### src/rtl/pmem_burst_responder_if.sv
// Bundles the cache-side line port and the memory-side beat port of the
// burst responder. The slave view belongs to the responder and the master
// view to whatever sits around it (the arbiter plus the memory model).
interface pmem_burst_responder_if;
  logic         pmem_read;
  logic         pmem_write;
  logic [31:0]  pmem_address;
  logic [255:0] pmem_wdata;
  logic [255:0] pmem_rdata;
  logic         pmem_resp;
  logic         mem_read_o;
  logic         mem_write_o;
  logic [31:0]  mem_address_o;
  logic [63:0]  mem_burst_o;
  logic [63:0]  mem_burst_i;
  logic         mem_resp_i;

  modport slave (
    input  pmem_read, pmem_write, pmem_address, pmem_wdata, mem_burst_i, mem_resp_i,
    output pmem_rdata, pmem_resp, mem_read_o, mem_write_o, mem_address_o, mem_burst_o
  );

  modport master (
    output pmem_read, pmem_write, pmem_address, pmem_wdata, mem_burst_i, mem_resp_i,
    input  pmem_rdata, pmem_resp, mem_read_o, mem_write_o, mem_address_o, mem_burst_o
  );
endinterface

### src/rtl/pmem_burst_responder.sv
// Converts one 256-bit line read/write into a 4-beat, 64-bit memory burst.
//
// state | meaning
// IDLE  | waiting for a line request; read wins over write
// READ  | mem_read_o high, collecting beats into pmem_rdata
// WRITE | mem_write_o high, presenting beats of the latched line
// DONE  | one-cycle pmem_resp pulse, then back to IDLE
//
// All outputs are registered. Beats are gated only by mem_resp_i, so the
// memory can insert any number of wait cycles between beats.
module pmem_burst_responder (
  input  logic clk,
  input  logic rst_n,
  pmem_burst_responder_if.slave bus
);

  typedef enum logic [1:0] {IDLE, READ, WRITE, DONE} state_t;

  state_t       state;
  logic [1:0]   beat;
  logic [1:0]   beat_nxt;
  logic [255:0] wline_q;
  logic [255:0] rdata_q;
  logic         resp_q;
  logic         rd_q;
  logic         wr_q;
  logic [31:0]  addr_q;
  logic [63:0]  wbeat_q;

  assign beat_nxt = beat + 2'd1;

  assign bus.pmem_rdata    = rdata_q;
  assign bus.pmem_resp     = resp_q;
  assign bus.mem_read_o    = rd_q;
  assign bus.mem_write_o   = wr_q;
  assign bus.mem_address_o = addr_q;
  assign bus.mem_burst_o   = wbeat_q;

  // Sequencer: state, beat counter, line buffers and all registered outputs.
  always_ff @(posedge clk) begin
    if (!rst_n) begin
      state   <= IDLE;
      beat    <= 2'd0;
      wline_q <= '0;
      rdata_q <= '0;
      resp_q  <= 1'b0;
      rd_q    <= 1'b0;
      wr_q    <= 1'b0;
      addr_q  <= '0;
      wbeat_q <= '0;
    end else begin
      case (state)
        IDLE: begin
          resp_q <= 1'b0;
          beat   <= 2'd0;
          if (bus.pmem_read) begin
            state  <= READ;
            rd_q   <= 1'b1;
            addr_q <= bus.pmem_address & 32'hFFFF_FFE0;
          end else if (bus.pmem_write) begin
            state   <= WRITE;
            wr_q    <= 1'b1;
            addr_q  <= bus.pmem_address & 32'hFFFF_FFE0;
            wline_q <= bus.pmem_wdata;
            wbeat_q <= bus.pmem_wdata[63:0];
          end
        end
        READ: begin
          if (bus.mem_resp_i) begin
            // Beats land straight in the output line, so the previous read
            // stays visible until the first beat of the next one.
            rdata_q[{beat, 6'b0} +: 64] <= bus.mem_burst_i;
            beat <= beat_nxt;
            if (beat == 2'd3) begin
              state  <= DONE;
              rd_q   <= 1'b0;
              resp_q <= 1'b1;
            end
          end
        end
        WRITE: begin
          if (bus.mem_resp_i) begin
            beat <= beat_nxt;
            if (beat == 2'd3) begin
              state  <= DONE;
              wr_q   <= 1'b0;
              resp_q <= 1'b1;
            end else begin
              wbeat_q <= wline_q[{beat_nxt, 6'b0} +: 64];
            end
          end
        end
        DONE: begin
          resp_q <= 1'b0;
          state  <= IDLE;
        end
        default: state <= IDLE;
      endcase
    end
  end

endmodule

### src/flat_wrapper.sv
// flat-port wrapper written by rule: the top's interface ports become plain ports
module pmem_burst_responder_flat 
  (clk, rst_n, bus_pmem_read, bus_pmem_write, bus_pmem_address, bus_pmem_wdata, bus_mem_burst_i, bus_mem_resp_i, bus_pmem_rdata, bus_pmem_resp, bus_mem_read_o, bus_mem_write_o, bus_mem_address_o, bus_mem_burst_o);
  pmem_burst_responder_if bus_i ();
  input  logic clk;
  input  logic rst_n;
  input wire logic [$bits(bus_i.pmem_read)-1:0] bus_pmem_read;
  input wire logic [$bits(bus_i.pmem_write)-1:0] bus_pmem_write;
  input wire logic [$bits(bus_i.pmem_address)-1:0] bus_pmem_address;
  input wire logic [$bits(bus_i.pmem_wdata)-1:0] bus_pmem_wdata;
  input wire logic [$bits(bus_i.mem_burst_i)-1:0] bus_mem_burst_i;
  input wire logic [$bits(bus_i.mem_resp_i)-1:0] bus_mem_resp_i;
  output wire logic [$bits(bus_i.pmem_rdata)-1:0] bus_pmem_rdata;
  output wire logic [$bits(bus_i.pmem_resp)-1:0] bus_pmem_resp;
  output wire logic [$bits(bus_i.mem_read_o)-1:0] bus_mem_read_o;
  output wire logic [$bits(bus_i.mem_write_o)-1:0] bus_mem_write_o;
  output wire logic [$bits(bus_i.mem_address_o)-1:0] bus_mem_address_o;
  output wire logic [$bits(bus_i.mem_burst_o)-1:0] bus_mem_burst_o;
  assign bus_i.pmem_read = bus_pmem_read;
  assign bus_i.pmem_write = bus_pmem_write;
  assign bus_i.pmem_address = bus_pmem_address;
  assign bus_i.pmem_wdata = bus_pmem_wdata;
  assign bus_i.mem_burst_i = bus_mem_burst_i;
  assign bus_i.mem_resp_i = bus_mem_resp_i;
  assign bus_pmem_rdata = bus_i.pmem_rdata;
  assign bus_pmem_resp = bus_i.pmem_resp;
  assign bus_mem_read_o = bus_i.mem_read_o;
  assign bus_mem_write_o = bus_i.mem_write_o;
  assign bus_mem_address_o = bus_i.mem_address_o;
  assign bus_mem_burst_o = bus_i.mem_burst_o;
  pmem_burst_responder u_core (.clk(clk), .rst_n(rst_n), .bus(bus_i));
endmodule
### config.mk
export PLATFORM = sky130hd
export DESIGN_NAME = pmem_burst_responder_flat
export DESIGN_NICKNAME = d
export VERILOG_FILES = /design/src/rtl/pmem_burst_responder_if.sv /design/src/rtl/pmem_burst_responder.sv /design/src/flat_wrapper.sv
export SDC_FILE = /design/constraint.sdc
export NUM_CORES = 1
export LEC_CHECK = 0
export ABC_CLOCK_PERIOD_IN_PS = 4500
export BUFFER_PORTS_ARGS = -buffer_cell sky130_fd_sc_hd__buf_4
export CAP_MARGIN = 10
export CORE_AREA = 2 2 281 283
export DETAILED_ROUTE_END_ITERATION = 10
export DIE_AREA = 0 0 283 285
export PLACE_DENSITY_LB_ADDON = 0.3
export SLEW_MARGIN = 20
export SYNTH_ARGS = -nofsm -noshare
export SYNTH_HDL_FRONTEND = slang
export SYNTH_SLANG_ARGS = --single-unit
### constraint.sdc
create_clock -name clk -period 4.5 [get_ports clk]
set_clock_uncertainty 0.05 [all_clocks]
set_input_delay 0.225 -clock clk [delete_from_list [all_inputs] [get_ports clk]]
set_output_delay 0.225 -clock clk [all_outputs]
set_load 0.01 [all_outputs]
## Yosys cells after proc, flatten, opt, wreduce, memory -nomap -nowiden

Index checks and enable logic that the tools add are counted.

- Bits in registers: 615
- Bits of input ports: 357
- Output and inout bits: 355
- Word-level logic and storage cells: 71

- Add/subtract/negate cells: 2
- Eq/ne operators: 15
- Shift-type cells: 3
- Muxes and demuxes: 25
- Bitwise logic cells: 1
- Reduce and logical (&&, ||, !) cells: 16

Operators by type and width:

| kind | count |
|---|---|
| bitwise mux 256 bit | 1 |
| two-way mux 64 bit | 4 |
| variable shift 64 x 10 -> 256 bit (first input constant) | 1 |
| indexed part select 256 x 9 -> 64 bit | 1 |
| indexed part select 64 x 10 -> 256 bit | 1 |
| case mux 64 bit (2 select lines) | 1 |
| two-way mux 32 bit | 2 |
| != test 2 bit (second input constant) | 6 |
| two-way mux 2 bit | 5 |
| negation 8 -> 10 bit | 1 |
| AND reduction 5 bit | 2 |
| != test 2 x 1 -> 1 bit (second input constant) | 4 |
| AND reduction 2 bit | 4 |
| nonzero test 2 bit | 4 |
| two-way mux 1 bit | 7 |
| == test 2 bit (second input constant) | 3 |
| case mux 1 bit (2 select lines) | 3 |
| case mux 2 bit (3 select lines) | 1 |
| AND reduction 3 bit | 2 |
| case mux 2 bit (2 select lines) | 1 |
| AND reduction 4 bit | 1 |
| OR reduction 2 bit | 2 |
| != test 3 bit (second input constant) | 1 |
| adder 2 x 1 -> 2 bit (second input constant) | 1 |
| other kinds (3) | 3 |

## Depth between registers and ports, before layout

Gate-level depths: netlist of run 1.

- Word-level depth: 5
- Depth in mapped cells: 10
- Mapped depth without buffers: 6

## Worst setup path before layout of run 1

No wires, ideal clock.

- Kind: reg-to-reg
- Start point: reg u_core.beat[0]
- End point: reg u_core.wbeat_q[10], in the netlist u_core.bus.mem_burst_o[10]
- Setup time: 0.132 ns
- Arrival: 2.027 ns
- Required time: 4.318 ns
- Path slack: 2.291 ns
- Cell stages (with the launch flop): 11
- Path buffers: 4
- Period minus slack after synthesis: 2.209 ns
- Path through: dfxtp_1 buf_2 inv_1 ha_1 buf_2 nand2b_1 buf_2 clkbuf_1 o22ai_1 a2111oi_0 nor3_1

- Cells in the longest elaborated chain, start to end: 5
- Elaborated cells between the ends (all ways): 8
- Those cells by class: add/sub: 1; eq/ne: 2; shift: 1; mux: 3; reduce/logical: 1

RTL lines:

| element | RTL line | text |
|---|---|---|
| from (decl) | pmem_burst_responder.sv:20 | `logic [1:0] beat;` |
| from (signal assigned) | pmem_burst_responder.sv:73 | `beat <= beat_nxt;` |
| from (signal assigned) | pmem_burst_responder.sv:83 | `beat <= beat_nxt;` |
| adder 2 x 1 -> 2 bit | pmem_burst_responder.sv:30 | `assign beat_nxt = beat + 2'd1;` |
| indexed part select 256 x 9 -> 64 bit | pmem_burst_responder.sv:89 | `wbeat_q <= wline_q[{beat_nxt, 6'b0} +: 64];` |
| two-way mux 64 bit | pmem_burst_responder.sv:84 | `if (beat == 2'd3) begin` |
| two-way mux 64 bit | pmem_burst_responder.sv:82 | `if (bus.mem_resp_i) begin` |
| case mux 64 bit (2 select lines) | pmem_burst_responder.sv:52 | `case (state)` |
| to (signal assigned) | pmem_burst_responder.sv:65 | `wbeat_q <= bus.pmem_wdata[63:0];` |
| to (signal assigned) | pmem_burst_responder.sv:89 |  |
| to (decl) | pmem_burst_responder.sv:28 | `logic [63:0] wbeat_q;` |

Parallel ways exist; a longest one is shown, timed or not. The select of a mux whose other input is x is not followed.
A chain may end at the register's enable or synchronous reset.

## Worst setup path in the final report of run 1

- Start point: reg u_core.beat[0]
- End point: reg u_core.wbeat_q[28], in the netlist u_core.bus.mem_burst_o[28]

Same word-level chain as after synthesis.

==> results of run 1 <==
## per-stage QoR
stage	hold slack [ns]	utilization (%)
6_report	0.113	45.1
2_1_floorplan	0.297	-
5_1_grt	0.125	45.1
3_5_place_dp	0.396	37.7
3_3_place_gp	0.391	37.7
4_1_cts	0.0698	45.1
## worst max-delay path by stage
stage | end | slack [ns] | cells past startpoint
2_1_floorplan | u_core.bus.mem_burst_o[10] | 2.29 | 10
3_3_place_gp | u_core.bus.mem_burst_o[28] | 1.26 | 7
3_5_place_dp | u_core.bus.mem_burst_o[28] | 1.22 | 7
4_1_cts | u_core.bus.mem_burst_o[28] | 1.20 | 7
5_1_grt | u_core.bus.mem_burst_o[28] | 1.02 | 7
6_report | u_core.bus.mem_burst_o[28] | 1.17 | 7
## sequential cells by signal, summed over array words and instances, names as in the netlist
| register | count |
|---|---|
| u_core.bus.pmem_rdata | 256 |
| u_core.wline_q | 256 |
| u_core.bus.mem_burst_o | 64 |
| u_core.bus.mem_address_o | 27 |
| u_core.beat | 2 |
| u_core.state | 2 |
| u_core.bus.mem_read_o | 1 |
| u_core.bus.mem_write_o | 1 |
| u_core.bus.pmem_resp | 1 |
## what timing repair did
item / 4_1_cts / 5_1_grt
setup endpoints to repair: 0 / 0
hold buffers: 350 / 0
hold endpoints to repair: 607 / 0
## cell usage in the layout, fill, tap and decap left out, types with 5 or more instances in the layout
master	instances
conb_1	5
nor3_1	66
clkbuf_16	71
clkbuf_1	15
mux2i_1	130
o22ai_1	63
clkbuf_8	8
a2111oi_0	15
buf_12	8
buf_4	736
a21oi_1	352
nand2_1	570
a2111oi_2	40
inv_1	5
a2111oi_1	8
dfxtp_1	609
a22oi_1	256
clkinv_2	19
nor2_1	262
dlygate4sd3_1	350
ha_1	10
## kinds of logic (layout without fill, tap and decap cells)
logic type	Yosys count	after routing
compound gates	748	748
mux	130	130
buf+inv	258	1226
flops	610	610
other cells	1	7
xor+xnor	1	1
fa+ha+maj	10	10
simple gates	921	921
## power groups by stage
stage               Sequential (uW)  Clock (uW)  Combinational, uW
CTS                            6360        5700               4540
finish                         6370        5580               4570
global route                   6430        5920               4910
floorplan                      6500           0               2530
detailed placement             6470           0               4270
global placement               6460           0               4250
## metal layers
metal  track usage [%]  up-vias  routed length [um]
met1              26.2    11062               37300
met2              34.5      870               41800
met4              8.10        2                2940
li1                  -    11183                   -
met5                 0        -                  12
met3              6.10      161                7300
## area by class of cell
type / instances / area (um^2)
Timing Repair Buffer: 1095 / 9200
Fill cell: 7431 / 42800
Clock buffer: 94 / 1940
Sequential cell: 610 / 12200
Tap cell: 1050 / 1310
Inverter: 7 / 33.8
Multi-Input combinational cell: 1815 / 10200
Clock inverter: 30 / 287
Antenna cell: 2 / 5.00
## critical path, cell delays in order, from the launching register on
cell and delay [ns]:
dfxtp_4 0.61, inv_1 0.19, ha_1 0.61, nand2_2 0.76
buf_4 0.45, o22ai_1 0.25, a2111oi_2 0.06, nor3_1 0.22
==> flow_summary.json, run 1 <==
{
  "cellLeakagePower_uw": 0.0137,
  "dr.pass1.iters": 8,
  "slew_headroom_pct": 21.9,
  "synthArstFlopShare_pct": 0,
  "yosysMostFrequentCell": "dfxtp_1",
  "dp_slack_ns": 1.22,
  "port_buffers": 701,
  "num_vias": 23278,
  "outcome": "finished clean",
  "synth_area_mm2": 0.0234,
  "drt.antenna.violating_nets": 0,
  "cts_made_buffers": 69,
  "drt_iter0_markers": 1610,
  "grt_pass1_wl_mm": 136,
  "period_needed_ns": 3.33,
  "wl_mm": 89.3,
  "clock_path_buffers": 3,
  "grt-ovfl-total": 0,
  "powerDensity_mw_per_mm2": 469,
  "min_path_cells": 4,
  "cp.arrival_ns": 3.78,
  "grt_util_all_layers_pct": 21.1,
  "tightest_slew_ns": 1.17,
  "synth_top_area_cell": "dfxtp_1",
  "required_ns": 4.95,
  "synth_commonest_cells": "dfxtp_1, nand2_1, a21oi_1",
  "synth_top_family_by_area": "compound AO/OA/AOI/OAI gates",
  "p_total_uw": 16500,
  "r2r_start": "u_core.beat[0]",
  "fin_nets": 3965,
  "synthDominantCellAreaShare_pct": 52.1,
  "grt_max_degree": 149,
  "worstRegToRegCells": 7,
  "crit_path_end_kind": "flip-flop",
  "avgSynthCellArea_um2": 8.75,
  "drc_errors": 0,
  "antenna_found_initial": 3,
  "fp.dieW_um": 283,
  "grt_pass1_vias": 22783,
  "syn_inst": 2679,
  "die_h_um": 285,
  "area_growth_pct": 50.2,
  "yosys.area_share.simple_pct": 15.5,
  "initial_core_util_pct": 30.0,
  "drv_slew": 0,
  "switching_share_pct": 32.9,
  "synthFlopType": "dfxtp_1",
  "path_clk_slew_ns": 0.06,
  "synthMuxAreaShare_pct": 5.55,
  "critPathKind": "reg2reg",
  "rsz0062_at_grt": "no",
  "post-route-period-util_pct": 74.0,
  "cts_tree": "yes",
  "maxCapViolCount": 0,
  "synth-compound-area-share_pct": 21.4,
  "irDropWorstVdd_mv": 0.449,
  "layout_setup_ws_ns": 1.17,
  "synth.ff_latch_count": 610,
  "clock_sinks": 610,
  "hold_class": "in2reg",
  "netSwitchingPower_uw": 5430,
  "synth_cell_types": 43,
  "hold_viol_final": 0,
  "fin_cells": 4703,
  "viasPerCell": 4.95,
  "dp.cells": 4226,
  "p_clk_share_pct": 33.8,
  "tns_ns": 0,
  "seq_area_frac_synth_pct": 52.1,
  "cts_setup_buffers": 0,
  "dieArea_mm2": 0.0807,
  "crit_start": "u_core.beat[0]",
  "gp_congestion": 0.820,
  "fmax_mhz": 300,
  "setup_viol": 0,
  "cts_resized": 0,
  "clockRootBuffer": "clkbuf_16",
  "rows": 103,
  "crit_fanout": 40,
  "drive_above_1_share_pct": 25.1,
  "synth_fa_ha_area_share_pct": 0.534,
  "place_hpwl_mm": 56.1,
  "p_comb_share_pct": 27.7,
  "dpl-instance-area_mm2": 0.0294,
  "num_io_pins": 712,
  "htreeDepth": 3,
  "core_area_mm2": 0.0780,
  "r2r-end": "u_core.bus.mem_burst_o[28]",
  "p_seq_share_pct": 38.5,
  "synth_edf_count": 0,
  "synth_xor_xnor_area_share_pct": 0.0374,
  "wl_per_cell_um": 19.0,
  "finish.instance_area_mm2": 0.0352,
  "ys_warn_count": 0,
  "yosys-top-cells-area": "dfxtp_1, nand2_1, a22oi_1, a21oi_1, mux2i_1",
  "r2r_setup_slack_ns": 1.17,
  "whs_endpoint": "u_core.state[0]",
  "clk_latency_ns": 0.60,
  "cp-start-kind": "flip-flop",
  "cell_internal_pwr_uw": 11100,
  "holdCritStartpoint": "bus_pmem_write"
}
Power figures use the tool's default switching activity.
==> inputs of run 2 (changes only) <==
Settings changed: ABC_AREA from default to 1, ABC_CLOCK_PERIOD_IN_PS 4500 to 2680.
Clock period 4.5 ns to 2.68 ns, I/O delays scaled along.
==> run 2 against run 1 <==
Compared with the run above:
- synthesized cell count is 41% higher
- die area stayed put
- clock-buffer cell count is 16 higher
- register-to-register slack worse by 0.80 ns
- clock power is 70% higher
- routed wire length is 13% higher
- power is 96% higher
- setup slack worse by 0.80 ns
- non-clock buffer count is 26 higher
==> flow_summary.json, run 2 <==
{
  "viasPerCell": 4.79,
  "synth_commonest_cells": "nand2_1, dfxtp_1, a21oi_1",
  "antenna_found_initial": 17,
  "synthFlopType": "dfxtp_1",
  "wl_met1_mm": 41.8,
  "period_needed_ns": 2.31,
  "powerDensity_mw_per_mm2": 851,
  "yosys-top-cells-area": "dfxtp_1, nand2_1, a21oi_1, o21ai_0, nor2_1",
  "rows": 103,
  "slew_headroom_pct": 36.0,
  "die_h_um": 285,
  "initial_core_util_pct": 33.3,
  "grt_pass1_wl_mm": 154,
  "num_io_pins": 712,
  "drt_iter0_markers": 1996,
  "p_total_uw": 32300,
  "avgSynthCellArea_um2": 6.89,
  "post-route-period-util_pct": 86.1,
  "setup_viol": 0,
  "synth.ff_latch_count": 610,
  "clock_sinks": 610,
  "grt_pass1_vias": 26412,
  "syn_inst": 3764,
  "path_clk_slew_ns": 0.06,
  "tns_ns": 0,
  "tightest_slew_ns": 0.961,
  "fin_nets": 5034,
  "synthDominantCellAreaShare_pct": 47.1,
  "dieArea_mm2": 0.0807,
  "seq_area_frac_synth_pct": 47.1,
  "grt_max_degree": 183,
  "synthArstFlopShare_pct": 0,
  "clock_path_buffers": 3,
  "drive_above_1_share_pct": 19.0,
  "rsz0062_at_grt": "no",
  "synth_cell_types": 23,
  "fp.dieW_um": 283,
  "cellLeakagePower_uw": 0.0166,
  "crit_path_end_kind": "flip-flop",
  "port_buffers": 701,
  "gp_congestion": 0.847,
  "ys_warn_count": 0,
  "path_buf_inv": 4,
  "hold_class": "in2reg",
  "area_growth_pct": 46.5,
  "grt-ovfl-total": 0,
  "hold_viol_final": 0,
  "critPathKind": "reg2reg",
  "clockRootBuffer": "clkbuf_16",
  "dr.pass1.iters": 6,
  "place_hpwl_mm": 64.4,
  "wl_mm": 101,
  "yosysMostFrequentCell": "nand2_1",
  "synth_top_area_cell": "dfxtp_1",
  "drv_slew": 0,
  "cts_tree": "yes",
  "outcome": "finished clean",
  "wl_per_cell_um": 17.4,
  "layout_commonest_cell": "nand2_1",
  "irDropWorstVdd_mv": 0.612,
  "required_ns": 3.16,
  "most-common-layout-cells": "nand2_1, buf_4, dfxtp_1",
  "wl_met2_mm": 47.2,
  "core_area_mm2": 0.0780,
  "critPathTopFamily": "buffers and inverters",
  "num_vias": 27702,
  "slowest_stage": "nor2_4",
  "crit_fanout": 38,
  "maxCapViolCount": 0,
  "critical_path.max_stage_delay_ns": 0.39,
  "cp.arrival_ns": 2.79,
  "drc_errors": 0,
  "htreeDepth": 3,
  "highest_layer": "met5",
  "cts_made_buffers": 71,
  "fmax_mhz": 433,
  "synth_edf_count": 0,
  "grt_util_all_layers_pct": 23.9,
  "synth_area_mm2": 0.0259,
  "wl_met3_mm": 6.54,
  "critical_path.cell_chain": "clkinv_2 > ha_4 > buf_4 > inv_2 > nor2_4 > buf_12 > nand3_1 > a21oi_1",
  "clk_latency_ns": 0.61,
  "cp-start-kind": "flip-flop",
  "drt.antenna.violating_nets": 0
}
run 2: cell types whose count changed after synthesis, moves of 130 or more:
cell / delta
a21oi_1: +166
a22oi_1: -256
inv_1: +378
mux2i_1: -130
nand2_1: +291
nand3_1: +243
nor2_1: +136
o21ai_0: +400
run 2: through the flow:
stage               area [um^2]  util [%]  hold WS, ns  setup WS [ns]  cells
CTS                       37900      48.6       0.0348          0.213   5770
global route              38000      48.7       0.0925          0.204   5786
global placement          32100      41.1        0.340          0.302   5286
floorplan                 25900         -        0.244          0.418   3768
finish                    38000      48.7       0.0868          0.373   5787
detailed placement        32100      41.1        0.348          0.256   5286
run 2: worst reg2reg max path: stages (launching register included):
cell      delay [ns]
dfxtp_4         0.35
clkinv_2        0.10
ha_4            0.31
buf_4           0.29
inv_2           0.13
nor2_4          0.39
buf_12          0.28
nand3_1         0.17
a21oi_1         0.16
run 2: per-layer routing:
layer	vias to the layer above	track usage [%]
li1	13776	-
met1	12685	29.6
met2	963	39.3
met3	274	4.97
met4	4	12.1
met5	-	0
run 2: worst paths after layout:
check                 startpoint                          to  slack [ns]  depth (start not counted)
max               u_core.beat[0]  u_core.bus.pmem_rdata[184]        0.37                          8
min               bus_pmem_write             u_core.state[1]        0.09                          7
max reg2reg       u_core.beat[0]  u_core.bus.pmem_rdata[184]        0.37                          8
min reg2reg  u_core.wline_q[132]         u_core.wline_q[132]        0.39                          2
run 2: cell families (layout without fill, tap and decap cells):
family                   Yosys count  in the layout  share of synthesized area (%)
buffers and inverters            686           1639                           10.9
flip-flops                       610            610                           47.1
adder cells (fa/ha/maj)           10             10                          0.483
AND/OR/NAND/NOR                 1535           1535                           23.7
AO/OA/AOI/OAI                    922            922                           17.8
other                              1             21                         0.0145
run 2: layout make-up:
type | instances | area [um^2]
clock inverter | 17 | 164
fill | 7599 | 40000
sequential | 610 | 12200
multi-input combinational | 2472 | 11000
clock buffer | 110 | 2120
inverter | 391 | 1470
timing repair buffer | 1121 | 9670
antenna | 16 | 40.0
tap | 1050 | 1310
run 2: repair_timing:
action | CTS | global route
endpoints found under the hold margin | 610 | 0
gates resized for setup | 0 | 0
hold buffers | 357 | 0
setup buffers | 0 | 0
run 2: where the power goes:
| part | switching, uW | total (uW) | internal, uW |
|---|---|---|---|
| Combinational | 7260 | 11500 | 4220 |
| Sequential | 805 | 11300 | 10500 |
| Clock | 4020 | 9500 | 5480 |
| Total | 12100 | 32300 | 20200 |
